--- src/rtl/hitmem_comb_sched.sv ---
// hitmem_comb_sched
// Walks every one-hit-per-layer combination of a loaded road across NLAYERS
// hitmem instances in odometer order (layer 0 fastest). It drives the
// per-layer next/rewind strobes, tags the hitmem read data with valid/last
// RD_LAT cycles later, and finally clears the memories. An empty layer
// always reports last, so it behaves as a wildcard that never advances.
//
// Ports
//   clock, reset          system clock, async active-high reset
//   start                 begin a walk (ignored while busy)
//   abort                 stop the walk, flush the output pipe, clear memories
//   ready                 downstream credit for one combination
//   hm_last, hm_empty     per-layer position/empty status from the hitmems
//   hm_next, hm_rewind    per-layer advance / rewind-to-0 strobes
//   hm_clear              one-cycle clear of all hitmem counters
//   comb_valid, comb_last qualifiers aligned with the hitmem dout bus
//   comb_count            combinations issued in the current road
//   busy, done            walk in progress / end-of-road pulse
//   truncated             sticky: the combination cap was hit this road
//
// state  | meaning
// IDLE   | waiting for start
// REWIND | rewind every layer to position 0
// SETTLE | let hm_last reflect the new positions
// EMIT   | wait for ready, then issue one combination and advance
// DRAIN  | let the final combination leave the output pipe
// CLEAR  | clear the memories and pulse done

module hitmem_comb_sched #(
   parameter int NLAYERS  = 6,
   parameter int RD_LAT   = 2,
   parameter int CNT_W    = 16,
   parameter int MAX_COMB = 4096
) (
   input  logic               clock,
   input  logic               reset,
   input  logic               start,
   input  logic               abort,
   input  logic               ready,
   input  logic [NLAYERS-1:0] hm_last,
   input  logic [NLAYERS-1:0] hm_empty,
   output logic [NLAYERS-1:0] hm_next,
   output logic [NLAYERS-1:0] hm_rewind,
   output logic               hm_clear,
   output logic               comb_valid,
   output logic               comb_last,
   output logic [CNT_W-1:0]   comb_count,
   output logic               busy,
   output logic               done,
   output logic               truncated
);

   localparam logic [2:0] S_IDLE   = 3'd0;
   localparam logic [2:0] S_REWIND = 3'd1;
   localparam logic [2:0] S_SETTLE = 3'd2;
   localparam logic [2:0] S_EMIT   = 3'd3;
   localparam logic [2:0] S_DRAIN  = 3'd4;
   localparam logic [2:0] S_CLEAR  = 3'd5;

   localparam int DRAIN_W = $clog2(RD_LAT + 1);
   // One extra bit so a cap equal to 2**CNT_W is still representable.
   localparam logic [CNT_W:0] CAP = (CNT_W + 1)'(MAX_COMB);

   logic [2:0]         state, state_nxt;
   logic [RD_LAT-1:0]  pipe_v, pipe_l;
   logic [DRAIN_W-1:0] drain_cnt;
   logic [NLAYERS-1:0] adv_sel, below_mask;
   logic [CNT_W-1:0]   count_inc;
   logic               adv_found, cap_hit, issue, issue_last, advance, kill;

   // Lowest layer whose last is low: isolate the lowest set bit of ~hm_last
   // (-(~x) == x + 1). Every layer below it wraps back to position 0.
   assign adv_sel    = ~hm_last & (hm_last + NLAYERS'(1));
   assign below_mask = adv_sel - NLAYERS'(1);
   assign adv_found  = |adv_sel;

   assign count_inc  = (&comb_count) ? comb_count : comb_count + CNT_W'(1);
   assign cap_hit    = {1'b0, count_inc} >= CAP;

   assign kill       = abort && (state != S_IDLE) && (state != S_CLEAR);
   assign issue      = (state == S_EMIT) && ready && !abort;
   assign advance    = issue && adv_found && !cap_hit;
   assign issue_last = issue && !advance;

   assign hm_next    = advance ? adv_sel : '0;
   assign hm_rewind  = (state == S_REWIND) ? '1 : (advance ? below_mask : '0);

   assign hm_clear   = (state == S_CLEAR);
   assign done       = (state == S_CLEAR);
   assign busy       = (state != S_IDLE);
   assign comb_valid = pipe_v[RD_LAT-1];
   assign comb_last  = pipe_l[RD_LAT-1];

   always_comb begin
      state_nxt = state;
      case (state)
         S_IDLE:   if (start) state_nxt = S_REWIND;
         S_REWIND: state_nxt = S_SETTLE;
         S_SETTLE: state_nxt = (&hm_empty) ? S_CLEAR : S_EMIT;
         S_EMIT:   if (issue) state_nxt = issue_last ? S_DRAIN : S_SETTLE;
         S_DRAIN:  if (drain_cnt == '0) state_nxt = S_CLEAR;
         S_CLEAR:  state_nxt = S_IDLE;
         default:  state_nxt = S_IDLE;
      endcase
      if (kill) state_nxt = S_CLEAR;
   end

   always_ff @(posedge clock or posedge reset) begin
      if (reset) begin
         state      <= S_IDLE;
         pipe_v     <= '0;
         pipe_l     <= '0;
         drain_cnt  <= '0;
         comb_count <= '0;
         truncated  <= 1'b0;
      end else begin
         state <= state_nxt;

         // Abort drops anything still in flight so nothing valid follows it.
         if (kill) begin
            pipe_v <= '0;
            pipe_l <= '0;
         end else begin
            pipe_v <= (pipe_v << 1) | RD_LAT'(issue);
            pipe_l <= (pipe_l << 1) | RD_LAT'(issue_last);
         end

         if (state == S_IDLE && start) begin
            comb_count <= '0;
            truncated  <= 1'b0;
         end else if (issue) begin
            comb_count <= count_inc;
            if (cap_hit) truncated <= 1'b1;
         end

         if (issue_last)
            drain_cnt <= DRAIN_W'(RD_LAT - 1);
         else if (state == S_DRAIN && drain_cnt != '0)
            drain_cnt <= drain_cnt - DRAIN_W'(1);
      end
   end

endmodule
--- config.mk ---
export PLATFORM = sky130hd
export DESIGN_NAME = hitmem_comb_sched
export DESIGN_NICKNAME = d
export VERILOG_FILES = /design/src/rtl/hitmem_comb_sched.sv
export SDC_FILE = /design/constraint.sdc
export NUM_CORES = 1
export LEC_CHECK = 0
export ABC_AREA = 0
export BUFFER_PORTS_ARGS = -buffer_cell sky130_fd_sc_hd__buf_2
export CAP_MARGIN = 20
export CORE_MARGIN = 1.5
export CORE_UTILIZATION = 55
export DETAILED_ROUTE_END_ITERATION = 8
export HOLD_SLACK_MARGIN = 0.02
export PLACE_DENSITY_LB_ADDON = 0.25
export SLEW_MARGIN = 10
export SYNTH_ARGS = -nofsm -noshare
export SYNTH_HDL_FRONTEND = slang
export SYNTH_SLANG_ARGS = --single-unit
--- constraint.sdc ---
create_clock -name clock -period 5.96 [get_ports clock]
set_input_delay 0.298 -clock clock [delete_from_list [all_inputs] [get_ports clock]]
set_output_delay 0.298 -clock clock [all_outputs]
set_load 0.05 [all_outputs]
Word level (Yosys, flattened, before mapping)
Index checks and enable logic that the tools add are counted.
W data, S select, Z words.
- equal/unequal tests: 9
- add/subtract/negate cells: 4
- reduce and logical (&&, ||, !) cells: 24
- $lt $le $gt $ge: 1
- mux-type cells: 20
- bitwise logic cells: 4
- operator list (kind ; count):
    $mux W16 ; 3
    $mux W3 ; 6
    $mux W6 ; 3
    $add A16 B1 Y16 const B ; 1
    $ge A16 B13 Y1 const B ; 1
    $reduce_and A16 Y1 ; 1
    $pmux W3 S5 ; 1
    $ne A3 B3 Y1 const B ; 4
    $logic_and A1 B1 Y1 ; 9
    $mux W2 ; 4
    $reduce_bool A2 Y1 ; 4
    $add A6 B1 Y6 const B ; 1
    $and A6 B6 Y6 ; 1
    $eq A3 B2 Y1 const B ; 2
    $eq A3 B3 Y1 const B ; 2
    $not A6 Y6 ; 1
    $reduce_and A6 Y1 ; 1
    $reduce_or A6 Y1 ; 1
    $sub A6 B1 Y6 const B ; 1
    $or A2 B1 Y2 ; 2
    $eq A3 B1 Y1 const B ; 1
    $logic_not A1 Y1 ; 3
    $logic_not A3 Y1 ; 1
    $mux W1 ; 3
    5 further kinds ; 5
- bits of input ports: 17
- register bits after elaboration: 26
- word-level logic and storage cells: 68

Depth between registers and ports, before layout
- word-level depth: 11
- gate-level depth with buffers: 8
- mapped depth without buffers: 7

Worst setup path after synthesis
Ideal clock, no wire load.
- kind: register -> output
- start: register comb_count[0]
- end: output port hm_rewind[0]
- buffers on the path: 1
- path slack: 2.391 ns
- cell stages (with the launch flop): 9
- arrival time: 3.271 ns
- data required time: 5.662 ns
- cell sequence: dfrtp_1 -> ha_1 -> nand4_2 -> nor3_1 -> mux2i_1 -> nand3_2 -> or2_1 -> buf_6 -> o21ai_0
- cells in the longest elaborated chain, start to end: 7
- elaborated cells between the ends (all ways): 8
- those cells by class: add/sub (1); order compare (1); mux (3); reduce/logical (3)
- RTL lines (item ; RTL line ; RTL):
    start: declaration ; 47 ; output logic [CNT_W-1:0] comb_count,
    start signal: assignment ; 132 ; comb_count <= count_inc;
    $add A16 B1 Y16 or $reduce_and A16 Y1 (tied branches) ; 77 ; assign count_inc = (&comb_count) ? comb_count : comb_count + CNT_W'(1);
    $mux W16 * ; 77 ;
    $ge A16 B13 Y1 * ; 78 ; assign cap_hit = {1'b0, count_inc} >= CAP;
    $logic_not A1 Y1 * ; 82 ; assign advance = issue && adv_found && !cap_hit;
    $logic_and A1 B1 Y1 * ; 82 ;
    $mux W6 * (2 in a row) ; 86 ; assign hm_rewind = (state == S_REWIND) ? '1 : (advance ? below_mask : '0);
    end: declaration ; 43 ; output logic [NLAYERS-1:0] hm_rewind,
Every way passes the cells marked *; elsewhere a longest branch is shown, timed or not.

Worst setup path in the final report
- start: register comb_count[0]
- end: output port hm_rewind[4]
Same word-level chain as after synthesis.

==> flow_summary.html <==
<table>
<tr><th>Metric</th><th>Value</th></tr>
<tr><th colspan="2">Yosys</th></tr>
<tr><td>Cell area after synthesis</td><td>1700 µm²</td></tr>
<tr><td>Mapped Cells</td><td>about 190</td></tr>
<tr><td>Proportion of synthesized area in mux cells</td><td>0.589%</td></tr>
<tr><td>Top flip-flop cell by instance count after synthesis</td><td>dfrtp_1</td></tr>
<tr><td>Number of register bits inferred by synthesis</td><td>26</td></tr>
<tr><td>Adder-Cell Fraction of Synth Area</td><td>1.47%</td></tr>
<tr><td>Combinational family with the most area after synthesis</td><td>simple AND/OR/NAND/NOR gates</td></tr>
<tr><td>Post-Synthesis Mean Instance Area</td><td>8.86 µm²</td></tr>
<tr><td>Sequential area share after synthesis</td><td>a little under two fifths</td></tr>
<tr><td>Xor/xnor share of the synthesized area</td><td>3.09%</td></tr>
<tr><td>Post-synth EDFFs</td><td>0</td></tr>
<tr><td>Post-Synth Simple-Gate Area</td><td>around a third</td></tr>
<tr><td>Compound-cell area share of the yosys netlist</td><td>18.3%</td></tr>
<tr><td>Distinct cells, synth</td><td>47</td></tr>
<tr><td>Post-synth net total</td><td>211</td></tr>
<tr><td>Yosys warning total</td><td>0</td></tr>
<tr><td>Fraction of registers with async set/reset</td><td>100%</td></tr>
<tr><th colspan="2">Place</th></tr>
<tr><td>Total instance count after detailed placement</td><td>around 260</td></tr>
<tr><td>Count of buffers inserted at the top-level ports</td><td>50</td></tr>
<tr><td>Routability-driven placement congestion ratio</td><td>between 0.8 and 0.9</td></tr>
<tr><td>Post-DP HPWL</td><td>2790 µm</td></tr>
<tr><th colspan="2">Layout</th></tr>
<tr><td>Share of layout cells above drive strength 1</td><td>between 20 and 30%</td></tr>
<tr><td>Top library cells by usage in the layout, fill and taps aside</td><td>buf_2, dfrtp_1, nand2_1, o21ai_0, nor2_1</td></tr>
<tr><td>Number of antenna diodes</td><td>0</td></tr>
<tr><td>Synth-to-layout area growth</td><td>17.0%</td></tr>
<tr><td>Count of nets after finishing</td><td>259</td></tr>
<tr><td>Commonest non-fill, non-tap cell in the layout</td><td>buf_2</td></tr>
<tr><td>Finished Layout Cells</td><td>270</td></tr>
<tr><th colspan="2">GRT</th></tr>
<tr><td>Number of global-route vias before repair</td><td>1449</td></tr>
<tr><td>Pin count of the biggest net entering global routing</td><td>27</td></tr>
<tr><td>First-pass GRT wire length</td><td>6290 µm</td></tr>
<tr><td>Met1 usage</td><td>32.3%</td></tr>
<tr><td>Met3 usage in global routing</td><td>4.18%</td></tr>
<tr><td>Total routing usage reported by global routing</td><td>23.1%</td></tr>
<tr><td>Grt peak-use layer</td><td>met2</td></tr>
<tr><td>Initial antenna violation count</td><td>0</td></tr>
<tr><td>Met2 demand-to-capacity share in global routing</td><td>38.8%</td></tr>
<tr><td>Final global-route overflow total</td><td>0</td></tr>
<tr><th colspan="2">Power and ir drop</th></tr>
<tr><td>Power Dens Cells</td><td>roughly 360 nW/µm²</td></tr>
<tr><td>Leakage dissipation</td><td>1.04 nW</td></tr>
<tr><td>Peak ir drop on the vdd network</td><td>0.292 mV</td></tr>
<tr><th colspan="2">Clock network</th></tr>
<tr><td>Clock tree from TritonCTS</td><td>built</td></tr>
<tr><td>Num CTS Buffers</td><td>3</td></tr>
<tr><td>Clock sink total</td><td>26</td></tr>
<tr><td>Number of setup buffers added after CTS</td><td>0</td></tr>
<tr><td>Htree depth</td><td>1</td></tr>
<tr><td>Root buf cell</td><td>clkbuf_4</td></tr>
<tr><td>Maximum count of clock buffers along a single path</td><td>2</td></tr>
<tr><td>Clock transition at the registers of the reported paths</td><td>130 ps</td></tr>
<tr><td>Worst-Skew Late Latency</td><td>around 320 ps</td></tr>
<tr><th colspan="2">Timing</th></tr>
<tr><td># setup viols final</td><td>0</td></tr>
<tr><td>Final critical delay including setup and external delays</td><td>3180 ps</td></tr>
<tr><td>Slew of the pin with the lowest slew margin</td><td>833 ps</td></tr>
<tr><td>Fin. max-slew vios</td><td>0</td></tr>
<tr><td>Fin Clk Skew</td><td>3.02 ps</td></tr>
<tr><td>Setup repair after global routing missed its margin</td><td>no</td></tr>
<tr><td>Worst slew margin relative to its limit</td><td>43.7%</td></tr>
<tr><td>Post-route fraction of the period consumed by the critical path</td><td>53.3%</td></tr>
<tr><td>Maximum clock frequency</td><td>roughly 310 MHz</td></tr>
<tr><td>Hold violation total from the final report</td><td>0</td></tr>
<tr><td>Setup TNS after final layout</td><td>0 ps</td></tr>
<tr><th colspan="2">Floorplan</th></tr>
<tr><td>Die Area</td><td>roughly 3400 µm²</td></tr>
<tr><td>Cell Rows</td><td>19</td></tr>
<tr><td>Height of the chip</td><td>between 50 and 60 µm</td></tr>
<tr><td>Initial core utilization</td><td>slightly below 60%</td></tr>
<tr><td>Number of top-level pins</td><td>51</td></tr>
<tr><td>Core area</td><td>2850 µm²</td></tr>
<tr><td>Die boundary width</td><td>roughly 60 µm</td></tr>
<tr><th colspan="2">Routing</th></tr>
<tr><td>Average wire per standard cell</td><td>13.8 µm</td></tr>
<tr><td>Detailed Route Iter0 Violations</td><td>86</td></tr>
<tr><td>Remaining design rule violation count</td><td>0</td></tr>
<tr><td>First-pass iteration count of the detailed router</td><td>4</td></tr>
<tr><td>Residual antenna-violating net count after detailed routing</td><td>0</td></tr>
<tr><td>WL final</td><td>3730 µm</td></tr>
<tr><td>Count of vias placed by the detailed router</td><td>1617</td></tr>
<tr><td>Vias per std cell</td><td>5.99</td></tr>
<tr><th colspan="2">Setup path</th></tr>
<tr><td>Startpoint type of the worst setup path</td><td>register</td></tr>
<tr><td>Maximum fanout count along the critical path</td><td>8</td></tr>
<tr><td>Data required time at the worst endpoint</td><td>around 5700 ps</td></tr>
<tr><td>Arrival time at the worst endpoint</td><td>2880 ps</td></tr>
<tr><td>Critical path endpoint category</td><td>output port</td></tr>
<tr><td>Stage delay of the slowest cell on the critical path</td><td>510 ps</td></tr>
<tr><td>Series of cell instances along the critical path</td><td>ha_1, nand4_2, nor3_1, mux2i_1, nand3_2, or3_1, o21ai_1, buf_2</td></tr>
<tr><td>Slack of the worst reg-to-reg path</td><td>3660 ps</td></tr>
<tr><td>Highest-delay cell along the critical path</td><td>or3_1</td></tr>
<tr><td>Worst setup path category</td><td>register to output port</td></tr>
<tr><th colspan="2">Worst hold path</th></tr>
<tr><td>Worst Hold Class</td><td>input pin to register</td></tr>
<tr><th colspan="2">Run status</th></tr>
<tr><td>Status</td><td>finished, final reports clean</td></tr>
<tr><th colspan="2">Flow run</th></tr>
<tr><td>Max Cap Viol</td><td>0</td></tr>
</table>
-- kinds of logic (layout without fill, tap and decap cells) --
logic type               after synthesis  count (layout)
AO/OA/AOI/OAI                         51              51
XOR/XNOR                               6               6
adder cells (fa/ha/maj)                2               2
buffers and inverters                 20              67
flip-flops                            26              26
multiplexers                           1               1
AND/OR/NAND/NOR                       86              86
-- Yosys cell counts, types with 3 or more instances --
| cell | instances | area (µm²) |
|---|---|---|
| nor2_1 | 17 | 63.8 |
| dfrtp_1 | 26 | 651 |
| o31ai_1 | 3 | 22.5 |
| nand2_1 | 20 | 75.1 |
| nor3_1 | 7 | 35.0 |
| or3_1 | 3 | 18.8 |
| xnor2_1 | 6 | 52.6 |
| a31oi_1 | 6 | 37.5 |
| nand3_1 | 7 | 35.0 |
| and2_1 | 6 | 37.5 |
| o21ai_1 | 3 | 15.0 |
| a21oi_1 | 9 | 45.0 |
| inv_1 | 11 | 41.3 |
| nand4_1 | 4 | 25.0 |
| o21ai_0 | 20 | 100 |
| buf_4 | 3 | 22.5 |
-- per-layer routing --
metal	vias up	wire, µm
li1	790	-
met1	766	1770
met2	61	1730
met3	0	228
met4	0	0
met5	-	0
-- critical path: cells and delay by family, from the launching register on --
kind            cells  cell delay, ps
flops               1             440
fa+ha+maj           1             270
simple gates        4            1110
buf+inv             1             270
mux                 1             290
compound gates      1             170
-- through the flow --
stage	hold WS, ps	util, %	instance area (µm²)	power [mW]	setup slack [ps]
2_1_floorplan	338	-	1700	0.569	2390
3_3_place_gp	432	67.6	1930	0.629	3210
3_5_place_dp	446	67.6	1930	0.635	3160
4_1_cts	199	68.9	1960	0.724	2770
5_1_grt	239	69.7	1990	0.767	2540
6_report	243	69.7	1990	0.723	2780
-- worst paths after layout --
path	endpoint	cells past startpoint	start
max reg2reg	comb_count[11]	6	state[1]
min in group asynchronous	comb_count[3]	3	reset
max in group asynchronous	comb_count[13]	4	reset
min	state[1]	2	abort
max	hm_rewind[4]	8	comb_count[0]
min reg2reg	pipe_l[1]	1	pipe_l[0]
-- area by class of cell --
cell class                 count  area (µm²)
multi-input combinational    146         947
fill                         237         863
sequential                    26         651
timing repair buffer          52         275
inverter                      11        41.3
tap                           31        38.8
clock buffer                   4        36.3
-- sequential cells by signal, indices dropped and copies added (netlist names) --
signal      count
pipe_l          2
truncated       1
comb_count     16
state           3
drain_cnt       2
pipe_v          2
-- power by group --
part           internal (mW)  switching, mW
logic                  0.114          0.276
registers              0.202         0.0413
clock network         0.0374         0.0510
total                  0.354          0.369
-- what timing repair did --
item	CTS	global route
hold endpoints to repair	0	11
gates resized for setup	0	0
hold buffers	0	1
Note: power is estimated with default switching activity, not from simulation.
